$ cat src/rtl/led7seg_pkg.sv
// Shared constants and types for the multiplexed 4-digit 7-segment scanner.
package led7seg_pkg;

  localparam int unsigned N_DIGITS = 4;
  localparam logic [3:0]  AN_OFF   = 4'b1111;
  localparam logic [3:0]  BCD_MAX  = 4'd9;

  typedef enum logic [1:0] {
    SLOT0 = 2'd0,
    SLOT1 = 2'd1,
    SLOT2 = 2'd2,
    SLOT3 = 2'd3
  } slot_e;

  typedef struct packed {
    logic [15:0] bcd;
    logic [3:0]  dp;
  } disp_t;

  function automatic logic is_bcd(input logic [3:0] nib);
    return (nib <= BCD_MAX);
  endfunction

endpackage

$ cat src/rtl/led7seg_prescaler.sv
// Free-running slot prescaler: cnt counts 0..DIV-1, tick marks the last cycle of a slot.
module led7seg_prescaler #(
  parameter  int unsigned DIV = 50000,
  localparam int unsigned CW  = (DIV > 1) ? $clog2(DIV) : 1
) (
  input  logic          clk,
  input  logic          rst,
  output logic          tick,
  output logic [CW-1:0] cnt
);

  logic [CW-1:0] cnt_q;

  assign tick = (cnt_q == CW'(DIV - 1));
  assign cnt  = cnt_q;

  always_ff @(posedge clk) begin
    if (rst) begin
      cnt_q <= '0;
    end else if (tick) begin
      cnt_q <= '0;
    end else begin
      cnt_q <= cnt_q + 1'b1;
    end
  end

endmodule

$ cat src/rtl/led7seg_scan4.sv
// 4-digit common-anode scanner: double-buffered BCD capture, leading-zero/invalid blanking,
// anode dead-time at the start of each slot, registered num/an/dp outputs.
module led7seg_scan4
  import led7seg_pkg::*;
#(
  parameter int unsigned SCAN_DIV = 50000,
  parameter int unsigned GUARD    = 2,
  parameter bit          BLANK_LZ = 1'b1
) (
  input  logic        clk,
  input  logic        rst,
  input  logic [15:0] bcd_in,
  input  logic [3:0]  dp_in,
  input  logic        load,
  output logic [3:0]  num,
  output logic [3:0]  an,
  output logic        dp,
  output logic        frame_done
);

  localparam int unsigned CW = (SCAN_DIV > 1) ? $clog2(SCAN_DIV) : 1;

  logic          tick;
  logic [CW-1:0] cnt;

  slot_e         idx_q;
  disp_t         disp_q;
  disp_t         pend_q;
  logic          pend_vld_q;
  logic [3:0]    num_q;
  logic [3:0]    an_q;
  logic          dp_q;
  logic          frame_done_q;

  logic          frame_end;
  logic [3:0]    blank;
  logic [3:0]    cur_nib;
  logic          an_on;
  logic [3:0]    num_d;
  logic [3:0]    an_d;
  logic          dp_d;

  led7seg_prescaler #(
    .DIV (SCAN_DIV)
  ) u_prescaler (
    .clk  (clk),
    .rst  (rst),
    .tick (tick),
    .cnt  (cnt)
  );

  assign frame_end = tick && (idx_q == SLOT3);

  // A digit is a leading zero when it and every higher nibble are 0; its own dp request keeps it lit.
  always_comb begin
    blank = '0;
    for (int unsigned i = 0; i < N_DIGITS; i++) begin
      blank[i] = !is_bcd(disp_q.bcd[4*i +: 4]) ||
                 (BLANK_LZ && (i != 0) && !disp_q.dp[i] &&
                  ((disp_q.bcd >> (4*i)) == 16'h0000));
    end
  end

  assign cur_nib = disp_q.bcd[{idx_q, 2'b00} +: 4];

  always_comb begin
    an_on = (cnt >= CW'(GUARD)) && !blank[idx_q];
    num_d = blank[idx_q] ? 4'd0 : cur_nib;
    an_d  = an_on ? ~(4'b0001 << idx_q) : AN_OFF;
    dp_d  = an_on ? ~disp_q.dp[idx_q] : 1'b1;
  end

  // frame_done is registered alongside num/an/dp so it lines up with the last output cycle of slot 3.
  always_ff @(posedge clk) begin
    if (rst) begin
      idx_q        <= SLOT0;
      disp_q       <= '0;
      pend_q       <= '0;
      pend_vld_q   <= 1'b0;
      num_q        <= '0;
      an_q         <= AN_OFF;
      dp_q         <= 1'b1;
      frame_done_q <= 1'b0;
    end else begin
      if (tick) begin
        idx_q <= slot_e'(idx_q + 2'd1);
      end

      if (frame_end) begin
        if (load) begin
          disp_q <= '{bcd: bcd_in, dp: dp_in};
        end else if (pend_vld_q) begin
          disp_q <= pend_q;
        end
        pend_vld_q <= 1'b0;
      end else if (load) begin
        pend_q     <= '{bcd: bcd_in, dp: dp_in};
        pend_vld_q <= 1'b1;
      end

      num_q        <= num_d;
      an_q         <= an_d;
      dp_q         <= dp_d;
      frame_done_q <= frame_end;
    end
  end

  assign num        = num_q;
  assign an         = an_q;
  assign dp         = dp_q;
  assign frame_done = frame_done_q;

endmodule

$ cat config.mk
export PLATFORM = sky130hd
export DESIGN_NAME = led7seg_scan4
export DESIGN_NICKNAME = d
export VERILOG_FILES = /design/src/rtl/led7seg_pkg.sv /design/src/rtl/led7seg_prescaler.sv /design/src/rtl/led7seg_scan4.sv
export SDC_FILE = /design/constraint.sdc
export NUM_CORES = 1
export LEC_CHECK = 0
export CORE_MARGIN = 2
export CORE_UTILIZATION = 45
export DETAILED_ROUTE_END_ITERATION = 6
export DONT_BUFFER_PORTS = 1
export HOLD_SLACK_MARGIN = 0.15
export PLACE_DENSITY_LB_ADDON = 0.12
export SLEW_MARGIN = 10
export SYNTH_ARGS = -nofsm -noshare
export SYNTH_HDL_FRONTEND = slang
export SYNTH_SLANG_ARGS = --single-unit
$ cat constraint.sdc
create_clock -name clk -period 4.4 [get_ports clk]
set_input_delay 1.1 -clock clk [delete_from_list [all_inputs] [get_ports clk]]
set_output_delay 1.1 -clock clk [all_outputs]
set_load 0.02 [all_outputs]
Word-level counts from Yosys, hierarchy flattened
Index checks and enable logic that the tools add are counted.
{"block": "word_totals", "input_bits": 23, "output_inout_bits": 10, "wordCells": 59, "regBits": 69}
{"block": "op_classes", "magnitude_cmp": 6, "mux": 6, "reduce_logical": 26, "eq_ne": 2, "n_shift": 2, "bitwise": 4, "add_sub_neg": 2}
{"operator": "zero test 16 bit", "count": 3}
{"operator": "2-to-1 mux 20 bit", "count": 2}
{"operator": "adder 16 x 1 -> 16 bit (second input constant)", "count": 1}
{"operator": "== test 16 bit (second input constant)", "count": 1}
{"operator": "greater-or-equal comparator 16 x 2 -> 1 bit (second input constant)", "count": 1}
{"operator": "less-or-equal comparator 4 bit (second input constant)", "count": 4}
{"operator": "variable part select 16 x 5 -> 4 bit", "count": 1}
{"operator": "zero test 1 bit", "count": 8}
{"operator": "OR reduction 2 bit", "count": 4}
{"operator": "logical AND 1 bit", "count": 5}
{"operator": "binary-select mux 1 bit (select 2 bit)", "count": 2}
{"operator": "inverter 4 bit", "count": 1}
{"operator": "AND reduction 2 bit", "count": 2}
{"operator": "left shift 1 x 2 -> 4 bit (first input constant)", "count": 1}
{"operator": "logical OR 1 bit", "count": 3}
{"operator": "< comparator 2 x 3 -> 1 bit (second input constant)", "count": 1}
{"operator": "inverter 1 bit", "count": 3}
{"operator": "adder 2 x 1 -> 2 bit (second input constant)", "count": 1}
{"operator": "== test 2 bit (second input constant)", "count": 1}
{"operator": "2-to-1 mux 1 bit", "count": 2}
{"operator": "nonzero test 2 bit", "count": 1}

Logic depth before layout (Yosys ltp)
Gate-level depths: netlist of the first run.
{"block": "depth", "word_depth": 9, "mapped_depth": 9}

Modules after synthesis
Synthesis of the first run repeated with hierarchy kept, for this count alone.
{"block": "hier_totals", "cells_unflattened": 330, "hier_area_um2": 3000.4}
{"mod": "led7seg_scan4", "area_each_um2": 2289.7, "n_inst": 1, "cells_each": 249}
{"mod": "led7seg_prescaler", "area_each_um2": 710.7, "n_inst": 1, "cells_each": 81}

Worst setup path before layout of the first run
No wires, ideal clock.
{"block": "synth_timing", "path_type": "input to register", "from": "input port load", "to": "register disp_q[10] (netlist name)", "arrival_ns": 2.053, "setup_slack_ns": 2.201, "required_ns": 4.254, "cell_stages": 4, "setup_time_ns": 0.146, "path_cell_list": "clkbuf_1 > clkbuf_1 > mux2i_1 > a211oi_2"}
{"block": "synth_via", "elab_chain_cells": 2, "word_cells_on_any_way": 3}
{"item": "start, declared", "line_no": "led7seg_scan4.sv:14", "text": "input logic load,"}
{"item": "nonzero test 2 bit (no line)"}
{"item": "AND reduction 2 bit (no line)"}
{"item": "end signal, assigned", "line_no": "led7seg_scan4.sv:91", "text": "disp_q <= '{bcd: bcd_in, dp: dp_in};"}
{"item": "end signal, assigned", "line_no": "led7seg_scan4.sv:93", "text": "disp_q <= pend_q;"}
{"item": "end, declared", "line_no": "led7seg_scan4.sv:27", "text": "disp_t disp_q;"}
Parallel ways exist; a longest one is shown, timed or not.
A chain may end at the register's enable or synchronous reset.

Worst setup path after layout of the first run
{"block": "layout_timing", "from": "register u_prescaler.cnt_q[1], in the netlist u_prescaler.cnt[1]", "to": "register pend_q[6] (netlist name)"}
{"block": "layout_via", "elab_chain_cells": 4}
{"item": "start, declared", "line_no": "led7seg_prescaler.sv:12", "text": "logic [CW-1:0] cnt_q;"}
{"item": "start signal, assigned", "line_no": "led7seg_prescaler.sv:23", "text": "cnt_q <= cnt_q + 1'b1;"}
{"item": "== test 16 bit", "line_no": "led7seg_prescaler.sv:14", "text": "assign tick = (cnt_q == CW'(DIV - 1));"}
{"item": "logical AND 1 bit", "line_no": "led7seg_scan4.sv:52", "text": "assign frame_end = tick && (idx_q == SLOT3);"}
{"item": "inverter 1 bit (no line)"}
{"item": "AND reduction 2 bit (no line)"}
{"item": "end signal, assigned", "line_no": "led7seg_scan4.sv:97", "text": "pend_q <= '{bcd: bcd_in, dp: dp_in};"}
{"item": "end, declared", "line_no": "led7seg_scan4.sv:28", "text": "disp_t pend_q;"}
Every way passes these cells.

==> results of run 1 <==
==> per-stage QoR <==
stage | instances | hold WS [ps] | setup WS, ps | total power, W
after floorplan | 325 | 436 | 2200 | 0.000716
after global placement | 387 | 434 | 1900 | 0.000715
after detailed placement | 387 | 440 | 1840 | 0.000716
after CTS | 402 | 450 | 1830 | 0.00124
after global routing | 402 | 468 | 1620 | 0.00128
final | 402 | 448 | 1820 | 0.00123
==> cell usage in the layout, fill, tap and decap left out, types with 2 or more instances in the layout <==
cell / count
dfxtp_1: 69
nor2_1: 47
nand2_1: 46
a21oi_1: 22
mux2i_1: 20
a211oi_2: 20
clkbuf_8: 11
nand3_1: 10
xnor2_1: 10
inv_1: 6
nor4_1: 6
ha_1: 6
xor2_1: 5
mux4_2: 5
o211ai_1: 4
and2_1: 4
nand4_1: 3
and3_1: 3
buf_4: 3
or3_1: 2
o21ai_0: 2
or4_1: 2
clkinv_2: 2
==> cell type report <==
| cell class | instances | area [µm²] | share of cell area, % |
|---|---|---|---|
| Clock inverter | 4 | 47.5 | 1.45 |
| Clock buffer | 11 | 151 | 4.60 |
| Tap cell | 80 | 100 | 3.04 |
| Sequential cell | 69 | 1380 | 42.0 |
| Timing Repair Buffer | 3 | 22.5 | 0.685 |
| Inverter | 6 | 22.5 | 0.685 |
| Multi-Input combinational cell | 229 | 1560 | 47.5 |
==> per-layer routing <==
metal  up-vias  wire length, µm
met5         -                0
met4         0              122
met3        11              320
met2        47             2880
met1      1012             2810
li1       1113                -
==> registers in the layout, summed over array words and instances, names as in the netlist <==
register and flops:
dp 1, an 4, pend_q 20, frame_done 1, disp_q 20, num 4, u_prescaler.cnt 16, idx_q 2
pend_vld_q 1
==> logic make-up after synthesis <==
family,after synthesis,share of synthesized area [%]
compound gates,53,14.4
xor+xnor,15,4.28
fa+ha+maj,6,2.45
buf+inv,27,4.24
flops,69,45.0
mux,25,10.2
simple gates,130,19.4
==> synthesized netlist by cell type (all sizes together) <==
library cell and count:
a211oi 21, a21oi 22, a41o 1, and2 4, and3 3, buf 9, clkbuf 12, dfxtp 69
ha 6, inv 6, mux2i 20, mux4 5, nand2 47, nand3 10, nand4 3, nor2 47
nor2b 1, nor3 1, nor4 8, o211ai 4, o21ai 2, o2bb2ai 1, o31a 1, o31ai 1
or2 1, or3 2, or4 3, xnor2 10, xor2 5
==> power groups by stage <==
stage               sequential, W  clock [W]  combinational (W)
floorplan                0.000661          0          0.0000557
global placement         0.000662          0          0.0000538
detailed placement       0.000662          0          0.0000543
CTS                      0.000648   0.000542          0.0000549
global route             0.000649   0.000569          0.0000599
finish                   0.000648   0.000526          0.0000538
==> critical path: cells and delay by family, from the launching register on <==
family	cells	cell delay [ps]
fa+ha+maj	1	230
simple gates	3	670
flops	1	400
buf+inv	1	310
compound gates	2	910
==> final timing paths <==
| kind | end | start | slack (ps) |
|---|---|---|---|
| min reg2reg | pend_q[2] | pend_q[2] | 450 |
| max | pend_q[6] | u_prescaler.cnt[1] | 1820 |
| min | pend_q[2] | pend_q[2] | 450 |
| max reg2reg | pend_q[6] | u_prescaler.cnt[1] | 1820 |
==> metrics, run 1 <==
Max-Cap Viols=0; Post-Synthesis Mean Instance Area=9.44 µm²; crit start category=flip-flop; drt first pass iters=4; Clock Path Buffers=2; Hold Crit Class=reg2reg; CTS tree=done; RSZ-0062 raised after global routing=no; CTS Buf Count=9; post-synthesis sequential area ratio=around 45%; combinational power share=4.4%; CTS sink cnt=a little under 70; Die Y=86.6 µm; Tcrit/Tclk final=just under 60%; critical-path maximum fanout=11; die area=about 7500 µm²; Pleak=roughly 1.2 nW; 1st-iter DRT viols=79; Layout fillers=roughly 660; Core ar.=~6700 µm²; I/O Pins=33; WHS Path Cells=2; Hold Vio Cnt, Final=0; htree depth=3; PortBufs=0; fmax=between 300 and 400 MHz; critical path class=reg2reg; cts hold-fix bufs=0; Rows=30; Worst IR Drop VDD=0.000301 V; slowest CP cell=o31ai_2; Worst path max stage delay=about 770 ps; met3 Use GR=approximately 5.0%; Clock Power Share=42.8%; Layout Nets=between 300 and 400; status=finished clean; DRC Markers=0; GR peak layer=met2; FF-to-FF path depth=7; Ys Warns=0; Yosys top cell area share=approximately 45%; Critical Path AT=approximately 2900 ps; drt wl/cell=around 15 µm; post_cts resized=0; post-synth net total=354; post-CTS setup buffer count=0; critical path capture point type=flip-flop; largest net degree at the start of global routing=between 40 and 50; synth-to-layout area growth=7.13%; Final Max Tran Viols=0; initial core utilization=45.9%; diode count=0; global-route usage over all layers=17.2%; Setup Skew=around 6.4 ps; Slew @ Worst Pin=~900 ps; Cells after Synth=approximately 330; Psw=between 0.0002 and 0.0003 W; switching part of the total=~23%; Root Buffer=clkbuf_8; DP Area=3090 µm²; met1 Use GR=~22%; proportion of layout cells with a drive suffix above 1=approximately 15%; Worst slew margin=around 39%; Clock transition at path regs=70 ps; Area contributors post-synth=dfxtp_1 45%, a211oi_2 8.2%, mux2i_1 6.5%; largest area contributor in the netlist=dfxtp_1; grt ovf=0; routed vias/inst=5.43; Cell variety after synth=36; #FFs+latches synth=between 60 and 70; final WL=6130 µm; Worst Path Required=4680 ps; Seq pwr share=roughly 53%; Die Width=approximately 87 µm; Pint=approximately 0.00095 W; Setup TNS=0 ps; crit path time final=about 2600 ps; Post-Layout Inst Area=3290 µm²; Pwr Density=between 300 and 400 nW/µm²; initial antenna violation count=0; critical path, cell by cell=ha_1 -> nand3_1 -> or3_1 -> o31ai_2 -> buf_4 -> nand2_1 -> a21oi_1; Routability Congestion=between 0.8 and 0.9; Clock Latency Late Sink=between 300 and 400 ps; ANT nets after route=0; # setup viols final=0; mapped cell area=a little over 3000 µm²; final design utilization=roughly half; met2 Usage GRT=a little over a quarter; vias in the first global route=between 1500 and 2000; dpl hpwl=a little over 4000 µm; first-pass GRT wire length=~9800 µm; vias=2183
Note: power is estimated with default switching activity, not from simulation.
==> inputs of run 2 (changes only) <==
==> constraint.sdc (replaced) <==
create_clock -name clk -period 2.39 [get_ports clk]
set_input_delay 0.5975 -clock clk [delete_from_list [all_inputs] [get_ports clk]]
set_output_delay 0.5975 -clock clk [all_outputs]
set_load 0.02 [all_outputs]
==> run 2 against run 1 <==
Effect of this change: die area is the same; via count grew 1.9%; core utilization is 0.54 points higher; sequential power rose by 84%; first-iteration DRC count up 7.6%; routed wire length increased by 2.3%; clock power grew 66%; critical path type unchanged; critical endpoint is now an[3].
==> metrics, run 2 (synthesized netlist as in run 1, its figures left out) <==
status=finished clean; critical path class=reg2reg; Pwr Density=652 nW/µm² (+75%); multi-input gate area in the final layout=1560 µm² (unchanged); dpl hpwl=4270 µm (+2.6%); PortBufs=0 (unchanged); Clock Latency Late Sink=340 ps (about the same); drt first pass iters=4 (unchanged); post-CTS setup buffer count=0 (unchanged); critical-path maximum fanout=5 (-6); RSZ-0062 raised after global routing=no; post_cts resized=0 (unchanged); CTS sink cnt=69 (unchanged); synth-to-layout area growth=8.32%; Setup TNS=0 ps (unchanged); most frequent cells in the layout=69 x dfxtp_1, 47 x nor2_1, 46 x nand2_1, 22 x a21oi_1; vias=2224 (+1.9%); worst hold margin=322 ps (-126 ps); CTS tree=done; Slew @ Worst Pin=446 ps (-458 ps); Seq pwr share=55.0% (+2.2 points); Power Total=0.00217 W (+77%); vias in the first global route=2104 (+5.8%); Psw=0.000490 W (+76%); crit path time final=2220 ps (-356 ps); routed vias/inst=5.45 (+0.38%); Layout Nets=353 (+1.7%); 1st-iter DRT viols=85 (+7.6%); fmax=450 MHz (+16%); I/O Pins=33 (unchanged); DP Area=3150 µm² (+1.9%); htree depth=3 (unchanged); Clock transition at path regs=70 ps (about the same); Die Width=86.6 µm (unchanged); proportion of layout cells with a drive suffix above 1=16.2% (+0.94 points); Hold Crit Class=in2reg; combinational power share=4.8% (+0.4 points); switching part of the total=22.6% (-0.052 points); Worst Setup SP=u_prescaler.cnt[0]; # setup viols final=0 (unchanged); cts hold-fix bufs=0 (unchanged); Root Buffer=clkbuf_8; Critical Path AT=2500 ps (-360 ps); sequential cell area=1380 µm² (unchanged); ANT nets after route=0 (unchanged); Worst Path Required=2670 ps (-2010 ps); commonest non-fill, non-tap cell in the layout=dfxtp_1; Routability Congestion=0.782 (-7.1%); Tcrit/Tclk final=93.0% (+34 points); Worst slew margin=70.0% (+31 points); min-delay src=rst; first-pass GRT wire length=10400 µm (+6.1%); worst setup margin=166 ps (-1650 ps); critical path capture point type=flip-flop; Max-Cap Viols=0 (unchanged); Setup Skew=5.12 ps (-1.28 ps); largest net degree at the start of global routing=49 (unchanged); die area=7500 µm² (unchanged); Clock Path Buffers=2 (unchanged); drt wl/cell=15.4 µm (+0.75%); Final Max Tran Viols=0 (unchanged); diode count=0 (unchanged); Pleak=1.19 nW (+2.1%); Pint=0.00168 W (+77%); DRC Markers=0 (unchanged); global-route usage over all layers=18.1% (+0.89 points); Core ar.=6680 µm² (unchanged); initial core utilization=45.9% (unchanged); Layout fillers=623 (-5.5%); initial antenna violation count=0 (unchanged); Post-Layout Inst Area=3320 µm² (+1.1%); Hold Vio Cnt, Final=0 (unchanged); crit start category=flip-flop; grt ovf=0 (unchanged); Die Y=86.6 µm (unchanged); final WL=6270 µm (+2.3%); CTS Buf Count=9 (unchanged); Clock Power Share=40.2% (-2.6 points); Rows=30 (unchanged); Worst IR Drop VDD=0.000278 V (-7.6%); dpl ws=185 ps (-1660 ps); reg2reg start=u_prescaler.cnt[0]
==> run 2: metrics by stage <==
stage / utilization, % / cells
finish: 49.8 / 408
global route: 49.8 / 408
CTS: 49.8 / 408
detailed placement: 47.1 / 393
global placement: 47.1 / 393
floorplan: - / 325
==> run 2: metal layers <==
| metal | global-route usage, % | share of wire (%) |
|---|---|---|
| met5 | 0 | 0 |
| met4 | 8.95 | 2.1 |
| met3 | 3.62 | 4.2 |
| met2 | 27.1 | 45 |
| met1 | 24.9 | 49 |
==> run 2: worst paths after layout <==
check	depth (start not counted)	end	slack (ps)
hold reg to reg	2	pend_q[3]	450
hold / removal	1	pend_q[4]	320
setup reg to reg	6	an[3]	170
setup / recovery	6	an[3]	170
==> run 2: power groups by stage <==
stage,clock [W],sequential (W),combinational (W)
after detailed placement,0,0.00122,0.000105
final,0.000871,0.00119,0.000104
after global placement,0,0.00122,0.000102
after CTS,0.000893,0.00119,0.000106
after floorplan,0,0.00122,0.000103
after global routing,0.000944,0.00120,0.000117
==> run 2: final cells by class <==
cell class	instances	share of cell area [%]
clock buffers	14	5.19
clock inverters	1	0.151
inverters	6	0.677
multi-input cells	229	47.0
flip-flops and latches	69	41.6
well taps	80	3.01
repair buffers	9	2.41
==> run 2: critical path: stages (launching register included) <==
cell and delay (ps):
dfxtp_1 400, inv_1 60, ha_1 180, or4_1 500
or4_1 410, or4_4 480, nand3_1 120
==> inputs of run 3 (changes only) <==
--- a/config.mk
+++ b/config.mk
@@ -5,6 +5,7 @@
 export SDC_FILE = /design/constraint.sdc
 export NUM_CORES = 1
 export LEC_CHECK = 0
+export ABC_AREA = 1
 export CORE_MARGIN = 2
 export CORE_UTILIZATION = 45
 export DETAILED_ROUTE_END_ITERATION = 6
==> run 3 against run 2 <==
Effect of this change: area after synthesis is 9.2% higher; routed wire length is 17% higher; total power is 12% higher; non-clock buffer count is 7 lower; die area is 8.7% higher; via count is 26% higher; sequential share of layout area is 3.2 points lower; worst hold slack worse by 3.2 ps; critical path type unchanged; largest cell class unchanged.
==> metrics, run 3 <==
Post-Layout Inst Area=3610 µm² (+8.5%); dpl ws=420 ps (+235 ps); critical path capture point type=flip-flop; Clock Path Buffers=2 (unchanged); ys async rst share=0% (unchanged); Main synth FF type=dfxtp_1; Post-Synthesis Mean Instance Area=7.19 µm² (-24%); Worst IR Drop VDD=0.000470 V (+69%); DRC Markers=0 (unchanged); largest net degree at the start of global routing=43 (-12%); first-pass GRT wire length=12200 µm (+18%); synth-to-layout area growth=7.62%; Setup TNS=0 ps (unchanged); Critical Path AT=2200 ps (-300 ps); CTS Buf Count=9 (unchanged); post_cts resized=0 (unchanged); initial core utilization=46.4% (+0.51 points); grt ovf=0 (unchanged); Die Y=90.3 µm (+4.3%); most frequent cell after synthesis=nand2_1; commonest non-fill, non-tap cell in the layout=nand2_1; Core ar.=7210 µm² (+8.0%); Slew @ Worst Pin=553 ps (+107 ps); Finished Layout Cells=562 (+38%); RSZ-0062 raised after global routing=no; most frequent cells in the layout=106 x nand2_1, 79 x nor2_1, 69 x dfxtp_1, 42 x inv_1, 37 x a21oi_1; dpl hpwl=4970 µm (+17%); Rows=31 (+3.3%); Worst Setup SP=idx_q[0]; diode count=0 (unchanged); Cells after Synth=466 (+43%); critical path, cell by cell=ha_1 -> nand4_4 -> nor2_1 -> nor2_1; number of synthesized flops with an enable pin=0 (unchanged); commonest cells in the netlist=106 x nand2_1, 79 x nor2_1, 69 x dfxtp_1, 42 x inv_1, 37 x a21oi_1; # setup viols final=0 (unchanged); Pwr Density=675 nW/µm² (+3.5%); crit path time final=1960 ps (-266 ps); R2R setup slack=430 ps (+270 ps); Max-Cap Viols=0 (unchanged); htree depth=3 (unchanged); Yosys top cell area share=41.2% (-3.8 points); Die Width=90.3 µm (+4.3%); routed vias/inst=4.98 (-8.7%); Area contributors post-synth=dfxtp_1 41%, nand2_1 12%, nor2_1 8.8%; cts hold-fix bufs=0 (unchanged); vias=2798 (+26%); fmax=511 MHz (+14%); Hold Crit Class=in2reg; #FFs+latches synth=69 (unchanged); Layout Nets=488 (+38%); WHS Path Cells=1 (unchanged); Cell variety after synth=33 (-8.3%); Hold Vio Cnt, Final=0 (unchanged); DP Area=3370 µm² (+7.1%); Setup Skew=7.19 ps (+2.07 ps); Worst path max stage delay=640 ps (+140 ps); drt first pass iters=4 (unchanged); global-route usage over all layers=18.4% (+0.28 points); Final Max Tran Viols=0 (unchanged); Worst Path Required=2630 ps (-40 ps); drt wl/cell=13.0 µm (-15%); final WL=7320 µm (+17%); min-delay src=rst; Worst Hold Path EP=pend_q[13]; Tcrit/Tclk final=81.9% (-11 points); crit start category=flip-flop; worst setup margin=432 ps (+266 ps); Root Buffer=clkbuf_8; Pleak=1.54 nW (+30%); slowest CP cell=dfxtp_1; mapped cell area=3350 µm² (+9.2%); initial antenna violation count=0 (unchanged); die area=8150 µm² (+8.7%); Clock transition at path regs=80 ps (about the same); critical path class=reg2reg; I/O Pins=33 (unchanged); proportion of layout cells with a drive suffix above 1=11.7% (-4.5 points); critical-path maximum fanout=40 (+35); FF-to-FF path depth=4 (-2); reg2reg start=idx_q[0]; Ys Warns=0 (unchanged); PortBufs=0 (unchanged); reg-to-reg endpoint=disp_q[15]; vias in the first global route=2686 (+28%); post-synthesis sequential area ratio=41.2% (-3.8 points); post-CTS setup buffer count=0 (unchanged); Worst path most repeated cell=nor2_1; CTS sink cnt=69 (unchanged); 1st-iter DRT viols=114 (+34%); Clock Latency Late Sink=340 ps (about the same); ANT nets after route=0 (unchanged); largest area contributor in the netlist=dfxtp_1; Worst slew margin=63.1% (-6.9 points); status=finished clean; Routability Congestion=0.876 (+12%); CTS tree=done; post-synth net total=495 (+40%); placed insts=547 (+39%)
run 3: worst max-delay path by stage:
stage,endpoint,slack (ps),cells after the start
after floorplan,disp_q[10],790,5
after CTS,disp_q[15],420,4
after global placement,disp_q[15],450,4
after global routing,num[3],210,8
final,disp_q[15],430,4
after detailed placement,disp_q[15],420,4
run 3: area by class of cell:
cell class / instances / area [µm²]
fill: 739 / 3610
multi-input combinational: 331 / 1680
sequential: 69 / 1380
inverter: 46 / 173
clock buffer: 9 / 124
tap: 99 / 124
clock inverter: 6 / 113
timing repair buffer: 2 / 15.0
run 3: worst max-delay path: cells and delay by family, from the launching register on:
family | cells | cell delay, ps
fa+ha+maj | 1 | 390
flops | 1 | 640
simple gates | 3 | 820
run 3: per-layer routing:
| metal | vias up | part of all wire [%] | track usage (%) |
|---|---|---|---|
| li1 | 1479 | - | - |
| met1 | 1258 | 50 | 23.7 |
| met2 | 50 | 45 | 30.5 |
| met3 | 11 | 3.6 | 3.51 |
| met4 | 0 | 1.5 | 7.05 |
| met5 | - | 0 | 0 |
run 3: cell families after synthesis:
logic type / synth area share, %
muxes: 6.72
AOI/OAI and AO/OA: 8.29
xor gates and xnor gates: 0.523
DFF: 41.2
adders and majority gates: 2.24
and+or+nand+nor: 32.3
buffers and inverters: 8.74
run 3: power by group:
group          internal (W)  switching (W)
logic             0.0000507      0.0000535
registers           0.00117      0.0000157
clock network      0.000687       0.000451
total               0.00191       0.000521
run 3: metrics by stage:
step                power [W]  util (%)  hold slack [ps]
floorplan             0.00132         -              430
global placement      0.00132      46.7              439
detailed placement    0.00132      46.7              444
CTS                   0.00246      50.0              304
global route          0.00252      50.0              299
finish                0.00243      50.0              319
